===== src/rtl/buzzer_sequencer.sv =====
`default_nettype none
// ============================================================================
// Module      : buzzer_sequencer
// Description : Beep-pattern generator: N beeps of a square-wave tone with
//               programmable tone half-period, beep length and inter-beep gap.
// Revision    : 1.0  initial release
// ============================================================================
module buzzer_sequencer #(
  parameter int TICK_DIV = 50000
) (
  input  logic        clk,
  input  logic        rst,
  input  logic        en,
  input  logic        start,
  input  logic [15:0] half_period,
  input  logic [15:0] on_time,
  input  logic [15:0] off_time,
  input  logic [7:0]  repeat_cnt,
  output logic        buzz_out,
  output logic        busy,
  output logic        done
);

  localparam int                 c_PRE_W    = (TICK_DIV > 1) ? $clog2(TICK_DIV) : 1;
  localparam logic [c_PRE_W-1:0] c_PRE_LAST = c_PRE_W'(TICK_DIV - 1);
  localparam logic [c_PRE_W-1:0] c_PRE_ONE  = c_PRE_W'(1);

  localparam logic [1:0] c_IDLE = 2'd0;
  localparam logic [1:0] c_ON   = 2'd1;
  localparam logic [1:0] c_OFF  = 2'd2;

  logic [1:0]         r_state, w_next_state;
  logic [15:0]        r_hp, r_on, r_off;
  logic [7:0]         r_rem;
  logic [c_PRE_W-1:0] r_pre;
  logic [15:0]        r_tick, r_tone;
  logic               r_buzz, r_busy, r_done;

  logic [15:0]        w_hp_n, w_on_n, w_off_n;
  logic [7:0]         w_rem_n;
  logic [c_PRE_W-1:0] w_pre_n;
  logic [15:0]        w_tick_n, w_tone_n;
  logic               w_buzz_n, w_busy_n, w_done_n;

  logic               w_start_ok, w_go, w_pre_last, w_on_end, w_off_end, w_last_beep;
  logic               w_tone_wrap;
  logic [15:0]        w_tone_last;
  logic [c_PRE_W-1:0] w_pre_adv;
  logic [15:0]        w_tick_adv;

  assign w_start_ok  = start & en;
  assign w_go        = w_start_ok && (repeat_cnt != 8'd0) && (on_time != 16'd0);
  assign w_pre_last  = (r_pre == c_PRE_LAST);
  assign w_on_end    = w_pre_last && (r_tick == r_on - 16'd1);
  // A zero gap still spends one cycle in OFF before the next beep.
  assign w_off_end   = (r_off == 16'd0) || (w_pre_last && (r_tick == r_off - 16'd1));
  assign w_last_beep = (r_rem == 8'd1);
  assign w_tone_last = (r_hp == 16'd0) ? 16'd0 : r_hp - 16'd1;
  assign w_tone_wrap = (r_tone == w_tone_last);
  assign w_pre_adv   = w_pre_last ? '0 : r_pre + c_PRE_ONE;
  assign w_tick_adv  = w_pre_last ? r_tick + 16'd1 : r_tick;

  always_ff @(posedge clk) begin
    if (!rst) r_state <= c_IDLE;
    else      r_state <= w_next_state;
  end

  always_comb begin
    w_next_state = r_state;
    case (r_state)
      c_IDLE: if (w_go) w_next_state = c_ON;
      c_ON: begin
        if (!en)           w_next_state = c_IDLE;
        else if (w_on_end) w_next_state = w_last_beep ? c_IDLE : c_OFF;
      end
      c_OFF: begin
        if (!en)            w_next_state = c_IDLE;
        else if (w_off_end) w_next_state = c_ON;
      end
      default: w_next_state = c_IDLE;
    endcase
  end

  // Next values for counters, latched config and the registered outputs.
  always_comb begin
    w_hp_n   = r_hp;
    w_on_n   = r_on;
    w_off_n  = r_off;
    w_rem_n  = r_rem;
    w_pre_n  = r_pre;
    w_tick_n = r_tick;
    w_tone_n = r_tone;
    w_buzz_n = 1'b0;
    w_busy_n = 1'b0;
    w_done_n = 1'b0;
    case (r_state)
      c_IDLE: begin
        if (w_start_ok) begin
          w_hp_n   = half_period;
          w_on_n   = on_time;
          w_off_n  = off_time;
          w_rem_n  = repeat_cnt;
          w_pre_n  = '0;
          w_tick_n = 16'd0;
          w_tone_n = 16'd0;
          if (w_go) begin
            w_buzz_n = 1'b1;
            w_busy_n = 1'b1;
          end else begin
            w_done_n = 1'b1;
          end
        end
      end
      c_ON: begin
        if (en) begin
          if (w_on_end) begin
            w_rem_n  = r_rem - 8'd1;
            w_pre_n  = '0;
            w_tick_n = 16'd0;
            w_busy_n = !w_last_beep;
            w_done_n = w_last_beep;
          end else begin
            w_pre_n  = w_pre_adv;
            w_tick_n = w_tick_adv;
            w_busy_n = 1'b1;
            if (w_tone_wrap) begin
              w_tone_n = 16'd0;
              w_buzz_n = ~r_buzz;
            end else begin
              w_tone_n = r_tone + 16'd1;
              w_buzz_n = r_buzz;
            end
          end
        end
      end
      c_OFF: begin
        if (en) begin
          w_busy_n = 1'b1;
          if (w_off_end) begin
            w_pre_n  = '0;
            w_tick_n = 16'd0;
            w_tone_n = 16'd0;
            w_buzz_n = 1'b1;
          end else begin
            w_pre_n  = w_pre_adv;
            w_tick_n = w_tick_adv;
          end
        end
      end
      default: ;
    endcase
  end

  always_ff @(posedge clk) begin
    if (!rst) begin
      r_hp   <= 16'd0;
      r_on   <= 16'd0;
      r_off  <= 16'd0;
      r_rem  <= 8'd0;
      r_pre  <= '0;
      r_tick <= 16'd0;
      r_tone <= 16'd0;
      r_buzz <= 1'b0;
      r_busy <= 1'b0;
      r_done <= 1'b0;
    end else begin
      r_hp   <= w_hp_n;
      r_on   <= w_on_n;
      r_off  <= w_off_n;
      r_rem  <= w_rem_n;
      r_pre  <= w_pre_n;
      r_tick <= w_tick_n;
      r_tone <= w_tone_n;
      r_buzz <= w_buzz_n;
      r_busy <= w_busy_n;
      r_done <= w_done_n;
    end
  end

  assign buzz_out = r_buzz;
  assign busy     = r_busy;
  assign done     = r_done;

endmodule
`default_nettype wire


===== config.mk =====
export PLATFORM = sky130hd
export DESIGN_NAME = buzzer_sequencer
export DESIGN_NICKNAME = d
export VERILOG_FILES = /design/src/rtl/buzzer_sequencer.sv
export SDC_FILE = /design/constraint.sdc
export NUM_CORES = 1
export LEC_CHECK = 0
export CAP_MARGIN = 20
export CORE_AREA = 2 2 91 159
export CTS_BUF_LIST = sky130_fd_sc_hd__clkbuf_4 sky130_fd_sc_hd__clkbuf_8 sky130_fd_sc_hd__clkbuf_16
export CTS_CLUSTER_DIAMETER = 30
export DETAILED_ROUTE_END_ITERATION = 6
export DIE_AREA = 0 0 93 161
export PLACE_DENSITY = 0.71
export SLEW_MARGIN = 20
export SYNTH_ARGS = -nofsm -noshare
export SYNTH_HDL_FRONTEND = slang
export SYNTH_SLANG_ARGS = --single-unit
export TNS_END_PERCENT = 50

===== constraint.sdc =====
create_clock -name clk -period 7.5 [get_ports clk]
set_clock_uncertainty 0.2 [all_clocks]
set_input_delay 2.25 -clock clk [delete_from_list [all_inputs] [get_ports clk]]
set_output_delay 2.25 -clock clk [all_outputs]
set_load 0.02 [all_outputs]

* After elaboration in Yosys (flattened, before gate mapping) *
Index checks and enable logic that the tools add are counted.

word-level totals
  output and inout bits = 3
  word-level logic and storage cells = 103
  bits in registers = 109

cells by class
  multiplexer cells = 48
  bitwise gates (word level) = 2
  reduce and logical (&&, ||, !) cells = 18
  $add $sub $neg = 7
  equal/unequal tests = 17

operators by type and width
  operator                                            number
  two-way mux 16 bit                                  17
  case mux 16 bit (3 select lines)                    3
  adder 16 x 1 -> 16 bit, second input constant       3
  == test 16 bit                                      3
  subtractor 16 x 1 -> 16 bit, second input constant  3
  logical NOT 16 bit                                  2
  two-way mux 8 bit                                   3
  == test 16 bit, second input constant               1
  case mux 8 bit (2 select lines)                     1
  nonzero test 16 bit                                 1
  two-way mux 1 bit                                   14
  inequality test 2 bit, second input constant        7
  two-way mux 2 bit                                   6
  == test 8 x 1 -> 1 bit, second input constant       1
  AND reduction 4 bit                                 2
  nonzero test 8 bit                                  1
  subtractor 8 x 1 -> 8 bit, second input constant    1
  inequality test 3 bit, second input constant        2
  case mux 1 bit (3 select lines)                     2
  case mux 2 bit (3 select lines)                     1
  AND reduction 6 bit                                 1
  logical AND 1 bit                                   4
  inequality test 4 bit, second input constant        1
  AND reduction 3 bit                                 1
  other kinds (11)                                    11

* Longest topological paths before layout *
Gate-level depths: netlist (run 1).

  depth after elaboration = 7
  mapped depth = 14
  mapped depth without buffers = 11

* Least setup slack after synthesis (run 1) *
No wires, ideal clock.

  kind = in2reg
  start point = input en
  end point = register r_tone[12]
  required time = 7229 ps
  path slack = 3301 ps
  path buffers = 0
  data arrival time = 3928 ps
  cell stages on the path = 6
  cell sequence = o21ai_0 a21o_1 a31oi_1 or4b_4 or4_1 a21oi_1

between the ends
  cells in the longest elaborated chain, start to end = 3
  elaborated cells on any way between the ends = 5
  those cells by class = 3 x eq/ne; 1 x bitwise; 1 x reduce/logical

ends and longest elaborated chain
  what                                      line  RTL
  from (decl)                               13    input logic en,
  bitwise AND 1 bit                         51    assign w_start_ok = start & en;
  inequality test 2 bit (no source line)    n/a
  AND reduction 6 bit (no source line) (*)  n/a
  to (signal assigned)                      173   r_tone <= w_tone_n;
  to (decl)                                 36    logic [15:0] r_tick, r_tone;

Every way passes the cells marked *; elsewhere a longest branch is shown, timed or not.
A chain may end at the register's enable or synchronous reset.

* Worst setup path after layout (run 1) *
Same ends and word-level chain as after synthesis.

==> results of run 1 <==
==> cell usage after synthesis, types with 4 or more instances <==
library cell | n | area, µm²
nand2_1 | 156 | 585.6
dfxtp_1 | 109 | 2182
a21oi_1 | 91 | 455.4
nor2_1 | 72 | 270.3
clkbuf_1 | 48 | 180.2
nand3_1 | 43 | 215.2
xnor2_1 | 35 | 306.5
xor2_1 | 33 | 289.0
inv_1 | 32 | 120.1
o21ai_0 | 28 | 140.1
nor3_1 | 26 | 130.1
nor4_1 | 24 | 150.1
or4_1 | 17 | 127.6
nand4_1 | 16 | 100.1
a31oi_1 | 15 | 93.84
and3_1 | 15 | 93.84
or3_1 | 14 | 87.58
ha_1 | 13 | 162.7
nor2b_1 | 10 | 62.56
mux2i_1 | 9 | 90.09
o31ai_1 | 9 | 67.56
and4_1 | 8 | 70.07
nand4b_1 | 6 | 52.55
a21o_1 | 5 | 37.54
nor3b_1 | 5 | 37.54
o22ai_1 | 5 | 31.28
a41oi_1 | 4 | 35.03
o2111ai_1 | 4 | 35.03
o21bai_1 | 4 | 30.03
or2_2 | 4 | 25.02
==> sequential cells by signal, summed over array words and instances, names as in the netlist <==
register and cells:
busy 1, buzz_out 1, done 1, r_hp 16
r_off 16, r_on 16, r_pre 16, r_rem 8
r_state 2, r_tick 16, r_tone 16
==> placed cells by master (no fill, tap or decap), types with 5 or more instances in the layout <==
cell             synthesis  routed
and4_1                   8       8
and3_1                  15      14
a31oi_1                 15      15
nand4b_1                 6       6
nand3_1                 43      42
ha_1                    13      13
o31ai_1                  9       9
nor4_1                  24      24
or3_1                   14      14
buf_4                    0       5
xnor2_1                 35      35
dfxtp_1                109     109
nor2b_1                 10      10
nor2_1                  72      72
nand2_1                156     156
clkbuf_16                0       9
a21oi_1                 91      91
nor3_1                  26      26
a21o_1                   5       5
o21ai_0                 28      28
o22ai_1                  5       5
mux2i_1                  9       9
xor2_1                  33      33
nand4_1                 16      16
inv_1                   32      32
or4_1                   17      17
clkdlybuf4s50_1          0      62
nor3b_1                  5       5
==> worst paths after layout <==
check	from	endpoint	depth (start not counted)
max	en	r_tone[12]	9
min	r_on[15]	r_on[15]	2
max reg2reg	r_on[0]	r_tone[12]	12
min reg2reg	r_on[15]	r_on[15]	2
==> final cells by class <==
| cell class | count | share of cell area [%] |
|---|---|---|
| Timing Repair Buffer | 68 | 8.709 |
| Clock buffer | 10 | 2.956 |
| Clock inverter | 6 | 0.6675 |
| Sequential cell | 109 | 27.72 |
| Multi-Input combinational cell | 735 | 55.56 |
| Tap cell | 177 | 2.813 |
| Inverter | 33 | 1.573 |
==> logic make-up (layout without fill, tap and decap cells) <==
family	after synthesis	in the layout	synth area share (%)
xor gates and xnor gates	68	68	8.634
buffers and inverters	88	117	5.043
and+or+nand+nor	440	440	32.49
adders and majority gates	13	13	2.358
DFF	109	109	31.63
AOI/OAI and AO/OA	205	205	18.54
muxes	9	9	1.306
==> worst max-delay path, stage by stage <==
cell and delay, ns:
clkdlybuf4s50_1 0.62, o21ai_0 0.20, a21o_1 0.19, buf_4 0.22, a31oi_1 0.34, nand2_1 0.28, a2bb2oi_1 0.62, buf_4 0.28
a21oi_1 0.05
==> power groups by stage <==
stage | Sequential [W] | Combinational, W | Clock [W]
2_1_floorplan | 0.000658 | 0.000421 | 0
3_3_place_gp | 0.000680 | 0.000547 | 0
3_5_place_dp | 0.000680 | 0.000556 | 0
4_1_cts | 0.000667 | 0.000559 | 0.000475
5_1_grt | 0.000674 | 0.000619 | 0.000499
6_report | 0.000667 | 0.000560 | 0.000468
==> metal layers <==
metal | global-route usage (%) | vias up | wire length [µm]
met5 | 0 | - | 0
met4 | 12.10 | 0 | 746
met3 | 3.498 | 47 | 584
met2 | 45.85 | 143 | 9869
met1 | 25.99 | 3190 | 7217
li1 | - | 3392 | -
==> through the flow <==
stage	util, %	cell area, µm²	hold WS [ns]	total power [W]	setup slack (ns)
after floorplan	-	6898	0.2486	0.001078	3.301
after detailed placement	55.41	7587	0.2637	0.001237	2.099
after CTS	57.49	7873	0.2748	0.001701	2.506
after global routing	57.49	7873	0.2993	0.001791	2.232
after global placement	55.21	7560	0.2564	0.001226	2.269
final	57.49	7873	0.2732	0.001696	2.480
==> results_dict.tcl, run 1 <==
set metrics [dict create \
    place_hpwl_um 13780 \
    detail-route-antenna-nets 0 \
    placementRows 57 \
    core-area_um2 13690 \
    ys_async_sr_fraction_pct 0 \
    grt_max_degree 50 \
    clockRootBuffer "clkbuf_16" \
    synth-edff-count 0 \
    p_seq_share_pct 39.3 \
    leakage_nw 2.752 \
    fillCellCount 1348 \
    multi_input_area_um2 4374 \
    fp.dieW_um 93 \
    drive_gt1_share_pct 4.579 \
    vias_per_cell 5.951 \
    vias 6772 \
    pin_count 63 \
    rsz0062_at_grt "false" \
    arrival_ns 5.07 \
    first_iter_violations 271 \
    syn_to_final_growth_pct 14.13 \
    postCtsHoldBufs 0 \
    syn_nets 1005 \
    fin_nets 1029 \
    avgSynthCellArea_um2 7.401 \
    clk_path_buf_depth 2 \
    ys_warn_count 0 \
    combPwrFrac_pct 33.0 \
    cts_max_level 3 \
    io_buffers 62 \
    drv_slew 0 \
    synthCells 932 \
    period_minus_slack_ns 5.020 \
    cts_resized 0 \
    antenna_found_initial 0 \
    dieArea_um2 14970 \
    hold_violations 0 \
    path_clk_slew_ns 0.08 \
    cts_buffers 9 \
    start_util_pct 50.37 \
    slew_headroom_pct 35.97 \
    cts_tree "yes" \
    drc 0 \
    ys_seq_elements 109 \
    crit_type "input port to flip-flop" \
    p_switching_w 0.0006174 \
    timing.fmax_ghz 0.1992 \
    cts_setup_buffers 0 \
    place_inst 1122 \
    die_y_um 161 \
    hp-class "flip-flop to flip-flop" \
    insertion_delay_ns 0.36 \
    grt_pass1_vias 6308 \
    ir_drop_mv 0.1415 \
    drt_wl_total_um 18420 \
    internal_power_w 0.001079 \
    track_usage_pct 24.43 \
    swShare_pct 36.40 \
    seq_area_um2 2182 \
    regToRegSetupSlack_ns 3.09 \
    critical_path.startpoint_type "input port" \
    gp_congestion 0.8754 \
    grt_first_pass_wirelength_um 29620 \
    cts.sinks 109 \
    n_antenna_cell 0 \
    crit_fanout 33 \
    avgRoutedWirePerCell_um 16.18 \
    drt-pass1-iter-count 4 \
    final_cells 1138 \
    syn-cell-area_um2 6898 \
    grt-ovfl-total 0 \
    fin_setup_tns_ns 0 \
    setup_violations 0 \
    seq_area_frac_synth_pct 31.63 \
    drv_cap 0 \
    status "finished, final reports clean" \
    ys_types 73 \
    endpoint_kind "flip-flop" \
    finalCritPeriodShare_pct 66.93 \
    pwr-share-clk_pct 27.6 \
    required_ns 7.55 \
    powerDensity_nw_per_um2 215.4 \
    worstMarginPinSlew_ns 0.9604 \
    ys.flop_type "dfxtp_1" \
]
No activity file was read; power rests on OpenSTA's default activity.
==> inputs of run 2 (changes only) <==
==> constraint.sdc (replaced) <==
create_clock -name clk -period 5.2 [get_ports clk]
set_clock_uncertainty 0.2 [all_clocks]
set_input_delay 1.56 -clock clk [delete_from_list [all_inputs] [get_ports clk]]
set_output_delay 1.56 -clock clk [all_outputs]
set_load 0.02 [all_outputs]
==> run 2 against run 1 <==
Setup slack worse by 1.5 ns; hold slack better by 0.0051 ns; cell area is 0.24% higher; critical path depth up 2; clock-buffer cell count unchanged; core utilization rose by 0.14 points; clock power grew 44%; via count increased by 0.25%.
==> results_dict.tcl, run 2 (synthesis results as in run 1) <==
set metrics [dict create \
    status "finished, final reports clean" \
    worstHoldPathCells 2 \
    cts_max_level 3 \
    timing.fmax_ghz 0.2354 \
    finalCritPeriodShare_pct 81.71 \
    place_area_um2 7605 \
    regToRegSetupSlack_ns 0.95 \
    final_cell_mix "156 x nand2_1, 109 x dfxtp_1, 91 x a21oi_1" \
    arrival_ns 4.34 \
    slew_headroom_pct 36.87 \
    fin_nets 1034 \
    core-area_um2 13690 \
    powerDensity_nw_per_um2 311.2 \
    syn_to_final_growth_pct 14.40 \
    vias 6789 \
    hold_violations 0 \
    grt_first_pass_wirelength_um 30410 \
    drt_wl_total_um 18280 \
    fin_area_um2 7891 \
    detail-route-antenna-nets 0 \
    drv_cap 0 \
    drt-pass1-iter-count 5 \
    cts_setup_buffers 0 \
    crit_fanout 14 \
    drc 0 \
    hp-class "flip-flop to flip-flop" \
    leakage_nw 2.772 \
    vias_per_cell 5.940 \
    dieArea_um2 14970 \
    required_ns 5.29 \
    hold_start "r_pre[1]" \
    die_y_um 161 \
    postCtsHoldBufs 0 \
    grt_pass1_vias 6381 \
    crit_type "flip-flop to flip-flop" \
    rsz0062_at_grt "false" \
    placementRows 57 \
    worstMarginPinSlew_ns 0.9469 \
    multi_input_area_um2 4374 \
    hold_ws_ns 0.2783 \
    drive_gt1_share_pct 5.072 \
    r2r-start "r_on[0]" \
    insertion_delay_ns 0.35 \
    cts_tree "yes" \
    avgRoutedWirePerCell_um 15.99 \
    r2r-end "r_tone[12]" \
    track_usage_pct 25.07 \
    antenna_found_initial 0 \
    seq_area_um2 2182 \
    hold_end "r_pre[1]" \
    mostFrequentLayoutCell "nand2_1" \
    clk_path_buf_depth 2 \
    fin_setup_tns_ns 0 \
    ff2ff_path_depth 11 \
    io_buffers 62 \
    first_iter_violations 286 \
    place_hpwl_um 13740 \
    fp.dieW_um 93 \
    pin_count 63 \
    start_util_pct 50.37 \
    grt-ovfl-total 0 \
    period_minus_slack_ns 4.249 \
    cts_buffers 9 \
    drv_slew 0 \
    ir_drop_mv 0.2356 \
    endpoint_kind "flip-flop" \
    setup_violations 0 \
    critical_path.startpoint_type "flip-flop" \
    cts.sinks 109 \
    cts_resized 0 \
    gp_congestion 0.8573 \
    n_antenna_cell 0 \
    fillCellCount 1327 \
    grt_max_degree 50 \
    clockRootBuffer "clkbuf_16" \
    path_clk_slew_ns 0.08 \
]
[run 2: cell count changes in the layout (fill, tap and decap cells not counted)]
| cell | delta |
|---|---|
| buf_4 | +6 |
| buf_16 | -1 |
| clkinvlp_4 | -1 |
| inv_6 | +1 |
[run 2: area by class of cell]
cell class / instances / area share (%)
Multi-Input combinational cell: 735 / 55.43
Sequential cell: 109 / 27.65
Timing Repair Buffer: 73 / 8.911
Clock buffer: 10 / 2.949
Tap cell: 177 / 2.806
Inverter: 33 / 1.570
Clock inverter: 6 / 0.6818
[run 2: critical path: stages (launching register included)]
cell     delay, ns
dfxtp_1       0.38
inv_1         0.08
ha_1          0.43
or4b_2        0.62
nor4_1        0.22
o21ai_0       0.12
a41o_1        0.26
and4_1        0.23
a31oi_1       0.37
or4b_4        0.60
or4_1         0.53
a21oi_1       0.15
[run 2: worst max path at each step]
stage                     startpoint          to  slack [ns]  cells past startpoint
after floorplan             r_off[0]  r_tone[12]        1.34                     13
after global placement            en  r_tone[12]        0.82                      7
after detailed placement          en  r_tone[12]        0.77                      7
after CTS                    r_on[0]  r_tone[12]        0.95                     11
after global routing         r_on[0]  r_tone[13]        0.68                     11
final                        r_on[0]  r_tone[12]        0.95                     11
[run 2: stage by stage]
| step | utilization (%) | worst slack, ns | instances | total power [W] |
|---|---|---|---|---|
| 2_1_floorplan | - | 1.337 | 932 | 0.001555 |
| 3_5_place_dp | 55.54 | 0.7700 | 1127 | 0.001791 |
| 5_1_grt | 57.63 | 0.6788 | 1143 | 0.002607 |
| 6_report | 57.63 | 0.9511 | 1143 | 0.002456 |
| 3_3_place_gp | 55.54 | 0.8241 | 1127 | 0.001782 |
| 4_1_cts | 57.63 | 0.9515 | 1143 | 0.002462 |
[run 2: layer usage]
layer | up-vias | track usage (%) | part of all wire [%]
li1 | 3400 | - | -
met1 | 3221 | 28.09 | 38
met2 | 136 | 48.32 | 56
met3 | 32 | 2.332 | 3.3
met4 | 0 | 8.422 | 2.2
met5 | - | 0 | 0
[run 2: where the power goes]
part	internal, W	switching (W)
Combinational	0.000333	0.000483
Sequential	0.000886	0.0000768
Clock	0.000341	0.000336
==> inputs of run 3 (changes only) <==
==> constraint.sdc (replaced) <==
create_clock -name clk -period 4.5 [get_ports clk]
set_clock_uncertainty 0.2 [all_clocks]
set_input_delay 1.35 -clock clk [delete_from_list [all_inputs] [get_ports clk]]
set_output_delay 1.35 -clock clk [all_outputs]
set_load 0.02 [all_outputs]
==> run 3 against run 2 <==
Sequential share of layout area down 0.26 points; register-to-register slack worse by 0.55 ns; routed wire length up 4.0%; critical path depth unchanged; setup slack worse by 0.55 ns; clock-buffer cell count down 1; non-clock buffer count up 6; via count up 0.62%; combinational power up 19%; hold slack worse by 0.0077 ns; die area unchanged; core utilization up 0.56 points; critical path type unchanged; highest routed layer unchanged.
==> results_dict.tcl, run 3 (synthesis results as in run 1) <==
set metrics [dict create \
    drv_slew 0 \
    fin_setup_tns_ns 0 \
    critical_path.startpoint_type "flip-flop" \
    grt-ovfl-total 0 \
    drt-pass1-iter-count 5 \
    required_ns 4.59 \
    cts_setup_buffers 0 \
    mostFrequentLayoutCell "nand2_1" \
    drv_cap 0 \
    detail-route-antenna-nets 0 \
    place_inst 1132 \
    fin_nets 1040 \
    start_util_pct 50.37 \
    cts_resized 0 \
    fin_area_um2 7968 \
    drc 0 \
    finalPower_w 0.002867 \
    grt_first_pass_wirelength_um 31080 \
    drt_wl_total_um 19010 \
    critical_path_buf_inv_count 1 \
    powerDensity_nw_per_um2 359.8 \
    ir_drop_mv 0.2001 \
    finalCritPeriodShare_pct 91.12 \
    arrival_ns 4.19 \
    slew_headroom_pct 42.63 \
    placementRows 57 \
    status "finished, final reports clean" \
    final_cell_mix "156 x nand2_1, 109 x dfxtp_1, 91 x a21oi_1" \
    crit_slowest_cell "or4b_4" \
    pin_count 63 \
    track_usage_pct 25.80 \
    cts_tree "yes" \
    timing.fmax_ghz 0.2439 \
    crit_fanout 14 \
    antenna_found_initial 0 \
    grt_pass1_vias 6569 \
    worstMarginPinSlew_ns 0.8527 \
    vias_per_cell 5.945 \
    drive_gt1_share_pct 5.658 \
    cts.sinks 109 \
    worst_slack_ns 0.3996 \
    syn_to_final_growth_pct 15.51 \
    final_cells 1149 \
    cp_cell_sequence "inv_1 > ha_1 > o21ba_2 > a221oi_1 > a31oi_1 > a2111o_1 > or4_1 > and2_4 > or4b_4 > or4_1 > a21oi_1" \
    seq_area_um2 2182 \
    endpoint_kind "flip-flop" \
    cts_max_level 3 \
    first_iter_violations 444 \
    leakage_nw 2.812 \
    grt_max_degree 49 \
    insertion_delay_ns 0.36 \
    clockRootBuffer "clkbuf_16" \
    n_antenna_cell 0 \
    period_minus_slack_ns 4.100 \
    io_buffers 62 \
    path_clk_slew_ns 0.08 \
    setup_violations 0 \
    die_y_um 161 \
    postCtsHoldBufs 0 \
    critPathTopFamily "simple AND/OR/NAND/NOR gates" \
    crit_top_cell "or4_1" \
    hold_violations 0 \
    multi_input_area_um2 4374 \
    place_hpwl_um 14130 \
    dieArea_um2 14970 \
    cts_buffers 9 \
    core-area_um2 13690 \
    rsz0062_at_grt "false" \
    gp_congestion 0.9478 \
    clk_path_buf_depth 2 \
    slowest_delay_ns 0.56 \
    hp-class "flip-flop to flip-flop" \
    place_area_um2 7655 \
    crit_type "flip-flop to flip-flop" \
    post-place-ws_ns 0.4326 \
    fp.dieW_um 93 \
    avgRoutedWirePerCell_um 16.55 \
    fillCellCount 1335 \
    vias 6831 \
]
-- run 3: final timing paths --
kind                            startpoint         end  slack (ns)  depth (start not counted)
worst min-delay path              r_on[15]    r_on[15]        0.27                          2
worst max register to register    r_off[0]  r_tone[13]        0.40                         11
worst min register to register    r_on[15]    r_on[15]        0.27                          2
worst max-delay path              r_off[0]  r_tone[13]        0.40                         11
-- run 3: metal layers --
metal  routed length (µm)  global-route usage (%)
met1                 7007                   26.55
met2                10590                   49.47
met3                  651                   3.638
met4                  769                   12.77
met5                    0                       0
-- run 3: worst register-to-register path, delay by kind of cell, from the launching register on --
| kind | cells | cell delay [ns] |
|---|---|---|
| compound gates | 5 | 1.11 |
| fa+ha+maj | 1 | 0.32 |
| buf+inv | 1 | 0.10 |
| simple gates | 4 | 1.84 |
| flops | 1 | 0.46 |
-- run 3: report_power, final --
group          total [W]  leakage [nW]  switching, W  internal, W
sequential       0.00111         0.885     0.0000879      0.00102
clock           0.000783         0.139      0.000399     0.000384
combinational   0.000972          1.79      0.000570     0.000402
-- run 3: layout make-up --
cell class | instances | share of cell area (%)
clock buffer | 9 | 2.827
clock inverter | 7 | 0.7538
inverter | 33 | 1.555
multi-input combinational | 735 | 54.90
sequential | 109 | 27.39
tap | 177 | 2.780
timing repair buffer | 79 | 9.799
-- run 3: metrics by stage --
| step | util [%] | hold WS [ns] |
|---|---|---|
| after CTS | 57.99 | 0.2752 |
| after global placement | 55.90 | 0.2599 |
| after global routing | 58.19 | 0.2989 |
| after detailed placement | 55.90 | 0.2644 |
| final | 58.19 | 0.2706 |
| after floorplan | - | 0.2486 |
